### config.mk
export PLATFORM = sky130hd
export DESIGN_NAME = imm_extend_pipe
export DESIGN_NICKNAME = d
export VERILOG_FILES = /design/src/rtl/imm_extend_pipe.sv
export SDC_FILE = /design/constraint.sdc
export NUM_CORES = 1
export LEC_CHECK = 0
export CORE_AREA = 2 2 88 90
export CTS_CLUSTER_DIAMETER = 40
export CTS_CLUSTER_SIZE = 20
export DETAILED_ROUTE_END_ITERATION = 8
export DIE_AREA = 0 0 90 92
export PLACE_DENSITY_LB_ADDON = 0.1
export SYNTH_ARGS = -nofsm -noshare
export SYNTH_HDL_FRONTEND = slang
export SYNTH_SLANG_ARGS = --single-unit
### constraint.sdc
create_clock -name clk -period 3.8 [get_ports clk]
set_input_delay 0.57 -clock clk [delete_from_list [all_inputs] [get_ports clk]]
set_output_delay 0.57 -clock clk [all_outputs]
set_load 0.005 [all_outputs]
### src/rtl/imm_extend_pipe.sv
// imm_extend_pipe: registered MIPS immediate extender with a 2-entry valid/ready skid FIFO.
// Define IMMX_COUNT_EN to add the 16-bit accepted-input counter port xfer_count.
module imm_extend_pipe #(
  parameter int IN_W  = 16,
  parameter int OUT_W = 32,
  parameter int TAG_W = 5
) (
  input  logic             clk,
  input  logic             rst_n,
  input  logic             in_valid,
  output logic             in_ready,
  input  logic [IN_W-1:0]  in_imm,
  input  logic [1:0]       in_mode,
  input  logic [TAG_W-1:0] in_tag,
  output logic             out_valid,
  input  logic             out_ready,
  output logic [OUT_W-1:0] out_data,
  output logic [TAG_W-1:0] out_tag
`ifdef IMMX_COUNT_EN
  ,
  output logic [15:0]      xfer_count
`endif
);
  if (OUT_W < IN_W || IN_W < 2) begin : g_bad_width
    $error("imm_extend_pipe: need IN_W >= 2 and OUT_W >= IN_W");
  end
  typedef enum logic [1:0] {EMPTY = 2'd0, ONE = 2'd1, FULL = 2'd2} cnt_e;
  cnt_e             cnt_q;
  logic [OUT_W-1:0] data_q [2];
  logic [TAG_W-1:0] tag_q  [2];
  logic [OUT_W-1:0] zx, sx, data_d;
  logic             push, pop;
  assign in_ready  = rst_n & (cnt_q != FULL);
  assign out_valid = cnt_q != EMPTY;
  assign out_data  = data_q[0];
  assign out_tag   = tag_q[0];
  assign push      = in_valid & in_ready;
  assign pop       = out_valid & out_ready;
  assign zx        = OUT_W'(in_imm);
  assign sx        = OUT_W'($signed(in_imm));
  assign data_d    = in_mode == 2'd0 ? zx :
                     in_mode == 2'd1 ? sx :
                     in_mode == 2'd2 ? zx << (OUT_W - IN_W) : sx << 2;
  // Entry 0 is always the head; entry 1 only holds the second item while FULL.
  always_ff @(posedge clk) begin
    if (!rst_n) begin
      cnt_q     <= EMPTY;
      data_q[0] <= '0;
      data_q[1] <= '0;
      tag_q[0]  <= '0;
      tag_q[1]  <= '0;
    end else begin
      case (cnt_q)
        EMPTY: if (push) begin
          cnt_q     <= ONE;
          data_q[0] <= data_d;
          tag_q[0]  <= in_tag;
        end
        ONE: if (push && pop) begin
          data_q[0] <= data_d;
          tag_q[0]  <= in_tag;
        end else if (push) begin
          cnt_q     <= FULL;
          data_q[1] <= data_d;
          tag_q[1]  <= in_tag;
        end else if (pop) begin
          cnt_q <= EMPTY;
        end
        FULL: if (pop) begin
          cnt_q     <= ONE;
          data_q[0] <= data_q[1];
          tag_q[0]  <= tag_q[1];
        end
        default: cnt_q <= EMPTY;
      endcase
    end
  end
`ifdef IMMX_COUNT_EN
  logic [15:0] xfer_q;
  assign xfer_count = xfer_q;
  always_ff @(posedge clk) begin
    if (!rst_n) xfer_q <= '0;
    else if (push) xfer_q <= xfer_q + 16'd1;
  end
`endif
endmodule
==> Yosys cells after proc, flatten, opt, wreduce, memory -nomap -nowiden <==
Memories as Yosys holds them, arrays and structs flattened.
Index checks and enable logic that the tools add are counted.
{ "totals": {"register_bits": 2, "ram_bits": 74, "output_inout_bits": 39, "wordCells": 62, "memories": 2} }
{ "op_classes": {"eq_ne": 9, "muxes": 34, "n_bitwise": 11, "reduce_logical": 5} }
{ "memory_table": {"columns": ["memory", "depth", "width", "read_ports", "rd_ports_with_merged_regs", "write_ports", "line_no", "text"], "rows": [
  ["data_q", 2, 32, 2, 0, 2, "29", "logic [OUT_W-1:0] data_q [2];"],
  ["tag_q", 2, 5, 2, 0, 2, "30", "logic [TAG_W-1:0] tag_q [2];"]
]} }
{ "op_table": {"columns": ["cell", "count"], "rows": [
  ["$mux 32", 5],
  ["$mux 31", 2],
  ["$mux 5", 4],
  ["$mux 1", 17],
  ["$mux 2", 5],
  ["$ne 2x2->1 const B", 4],
  ["$or 1x1->1", 8],
  ["$pmux 2 s3", 1],
  ["$eq 2x1->1 const B", 2],
  ["$eq 2x2->1 const B", 2],
  ["$logic_not 2->1", 2],
  ["$reduce_and 4->1", 1],
  ["$and 1x1->1", 3],
  ["$ne 3x3->1 const B", 1],
  ["$reduce_bool 2->1", 1],
  ["$logic_and 1x1->1", 1]
]} }

==> Depth between registers and ports, before layout <==
{ "depth": {"depth_word": 10, "depth_mapped": 6, "depth_no_buf": 3} }

==> Least setup slack after synthesis <==
OpenSTA, ideal clock, no wires.
{ "synth_path": {"path_type": "in2reg", "from": "input out_ready", "to": "memory data_q[1][0] (enable)", "setup_time_ns": 0.483, "arrival_ns": 3.349, "slack_ns": -0.031, "cell_stages": 2, "path_cell_list": "nand2b_1 > o21ai_0"} }
{ "synth_rtl": {"columns": ["item", "line_no", "text"], "rows": [
  ["start: declaration", "16", "input logic out_ready,"],
  ["end: declaration", "29", null]
]} }

==> Worst setup path after layout <==
{ "layout_path": {"from": "input rst_n", "to": "output in_ready"} }
{ "layout_via": {"elab_chain_len": 1} }
{ "layout_lines": {"columns": ["item", "line_no", "text"], "rows": [
  ["start: declaration", "9", "input logic rst_n,"],
  ["$and 1x1->1", "33", "assign in_ready = rst_n & (cnt_q != FULL);"],
  ["end: declaration", "11", "output logic in_ready,"]
]} }
Every way passes these cells.

==> impl_metrics.yaml <==
status:
  status: "complete, no violations"
timing:
  worstMarginPinSlew_ps: 732
  finalSetupTns_ps: 0
  max_freq_ghz: 0.399
  slew_viol_final: 0
  period_minus_slack_ps: 2510
  setup_ws_ps: 1290
  rsz0062_at_grt: "no"
  slew_headroom: 0.510
  skew_ps: 10.6
  period_share: 0.660
  hold_violations: 0
  setup_violations: 0
pwr:
  power_frac_seq: 0.552
  total_power_mw: 1.82
  intPower_mw: 1.40
  peakVddDrop_uv: 234
  clkPwrFrac: 0.334
  power_frac_comb: 0.114
  pwr_density_cell_nw_per_um2: 433
  leakage_nw: 1.66
  sw_frac_of_total: 0.228
  p_sw_mw: 0.414
placed_design:
  globalplace.congestion: 0.710
  dp_slack_ps: 983
  port_buffers: 65
  dp_hpwl_mm: 4.09
  placed_area_um2: 4000
layout:
  fin_nets: 345
  area_growth_pct: 27.2
  drive_gt1_frac: 0.102
  antenna_cells: 0
  fin_area_um2: 4190
floorplan:
  fp-row-count: 32
  initial_core_util: 0.442
  die_h_um: 92
  fp.dieW_um: 90
  core_area_um2: 7450
  ioPinCount: 66
  die_area_um2: 8280
setup_path:
  regToRegSetupSlack_ps: 2170
  arrival_ps: 1940
  endpoint_kind: "primary output"
  critPathLaunchType: "primary input"
  critical_path_class: "primary input to primary output"
  worstPathRequired_ps: 3230
  cp_max_fo: 8
logic_synthesis:
  yosysSeqAreaShare: 0.687
  synth_fp_nets: 281
  synth.yosys.warnings: 0
  ys_ff_latch: 76
  synthCells: 254
  synth_area_um2: 3290
  ys_types: 30
  avgSynthCellArea_um2: 13.0
route:
  drtIter0Drc: 111
  drt_pass1_iterations: 4
  vias_per_cell: 4.99
  vias: 2121
  ant_nets: 0
  routed_wirelength_mm: 6.17
  remaining_drc_errors: 0
  routedWlPerCell_um: 14.5
clock_tree:
  post_cts_buffers: 0
  clkSlewWorstSetupHoldPaths_ps: 80
  clock_latency_ps: 350
  cts_buffers: 9
  cts_hold_buf: 0
  root_buffer: "clkbuf_8"
  clk_path_buf_depth: 2
  cts_resized: 0
  numClockSinks: 76
  cts_max_level: 3
  tritoncts: "done"
global_routing:
  grt_pass1_vias: 2058
  antenna_found_initial: 0
  gr-usage-all-layers: 0.157
  grt_pass1_wl_mm: 10.1
  grt_overflow: 0
  grt_max_degree: 38
flow_run:
  cap_violations: 0
min_path:
  hp-class: "register to register"
## metrics by stage
step	instances	util	hold slack (ps)
floorplan	254	-	494
global placement	409	0.537	501
detailed placement	409	0.537	506
CTS	425	0.563	528
global route	425	0.563	541
finish	425	0.563	524
## flip-flops by register name, indices dropped and copies added (netlist names)
signal / cells
data_q: 64
tag_q: 10
cnt_q: 2
## routing by layer
layer  track usage  vias up  part of all wire
li1              -     1038                 -
met1         0.220     1024              0.50
met2         0.237       51              0.45
met3        0.0320        8             0.041
met4        0.0692        0             0.017
met5             0        -                 0
## layout by cell type, fill, tap and decap left out, types with 5 or more instances in the layout
cell / instances
a21o_1: 21
and2_1: 6
a21oi_1: 16
o21ai_0: 10
edfxtp_1: 74
clkdlybuf4s50_1: 65
clkbuf_8: 9
nor2_1: 30
buf_4: 5
nand2_1: 20
nand2b_1: 17
o21ai_2: 6
nand3_1: 15
## synthesized netlist by cell type
| cell type | n | share of area |
|---|---|---|
| edfxtp_1 | 74 | 0.67 |
| nor2_1 | 30 | 0.034 |
| a21o_1 | 21 | 0.048 |
| nand2_1 | 20 | 0.023 |
| nand2b_1 | 17 | 0.032 |
| a21oi_1 | 16 | 0.024 |
| nand3_1 | 15 | 0.023 |
| o21ai_0 | 11 | 0.017 |
| buf_2 | 7 | 0.011 |
| and2_1 | 6 | 0.011 |
| o21ai_2 | 6 | 0.016 |
| buf_4 | 5 | 0.011 |
| buf_6 | 4 | 0.014 |
| and3b_1 | 2 | 0.0053 |
| dfxtp_1 | 2 | 0.012 |
| inv_1 | 2 | 0.0023 |
| nor3b_1 | 2 | 0.0046 |
| o21ai_1 | 2 | 0.0030 |
| and2_4 | 1 | 0.0027 |
| and4b_1 | 1 | 0.0030 |
| clkbuf_1 | 1 | 0.0011 |
| mux2_2 | 1 | 0.0034 |
| nand3b_4 | 1 | 0.0061 |
| nor2b_1 | 1 | 0.0019 |
| o211ai_1 | 1 | 0.0023 |
| o21a_1 | 1 | 0.0023 |
| o21ai_4 | 1 | 0.0049 |
| o22ai_1 | 1 | 0.0019 |
| or2_2 | 1 | 0.0019 |
| or3b_2 | 1 | 0.0027 |
## final timing paths
path	end	depth (start not counted)	startpoint
max	in_ready	3	rst_n
min	tag_q[0][2]	1	tag_q[1][2]
max reg2reg	data_q[0][17]	3	cnt_q[1]
min reg2reg	tag_q[0][2]	1	tag_q[1][2]
## kinds of logic after synthesis
logic type,after synthesis,synth area share
buffers and inverters,19,0.0391
DFF,76,0.687
AOI/OAI and AO/OA,60,0.119
muxes,1,0.00342
and+or+nand+nor,98,0.152
## worst max-delay path, cell delays in order
cell and delay [ps]:
clkdlybuf4s50_1 690, and2_1 180, clkdlybuf4s50_1 500
## power by group through the flow
stage	clock, mW	combinational, mW	sequential [mW]
after floorplan	0	0.0833	1.03
after global placement	0	0.208	1.02
after detailed placement	0	0.209	1.02
after CTS	0.617	0.210	1.00
after global routing	0.645	0.224	1.01
final	0.606	0.207	1.00
## cell type report
type	instances	area, um^2
multi-input combinational	159	915
clock inverter	6	63.8
tap	102	128
inverter	2	7.51
fill	675	3260
timing repair buffer	70	688
sequential	76	2260
clock buffer	10	128
(Power assumes the default switching activity.)
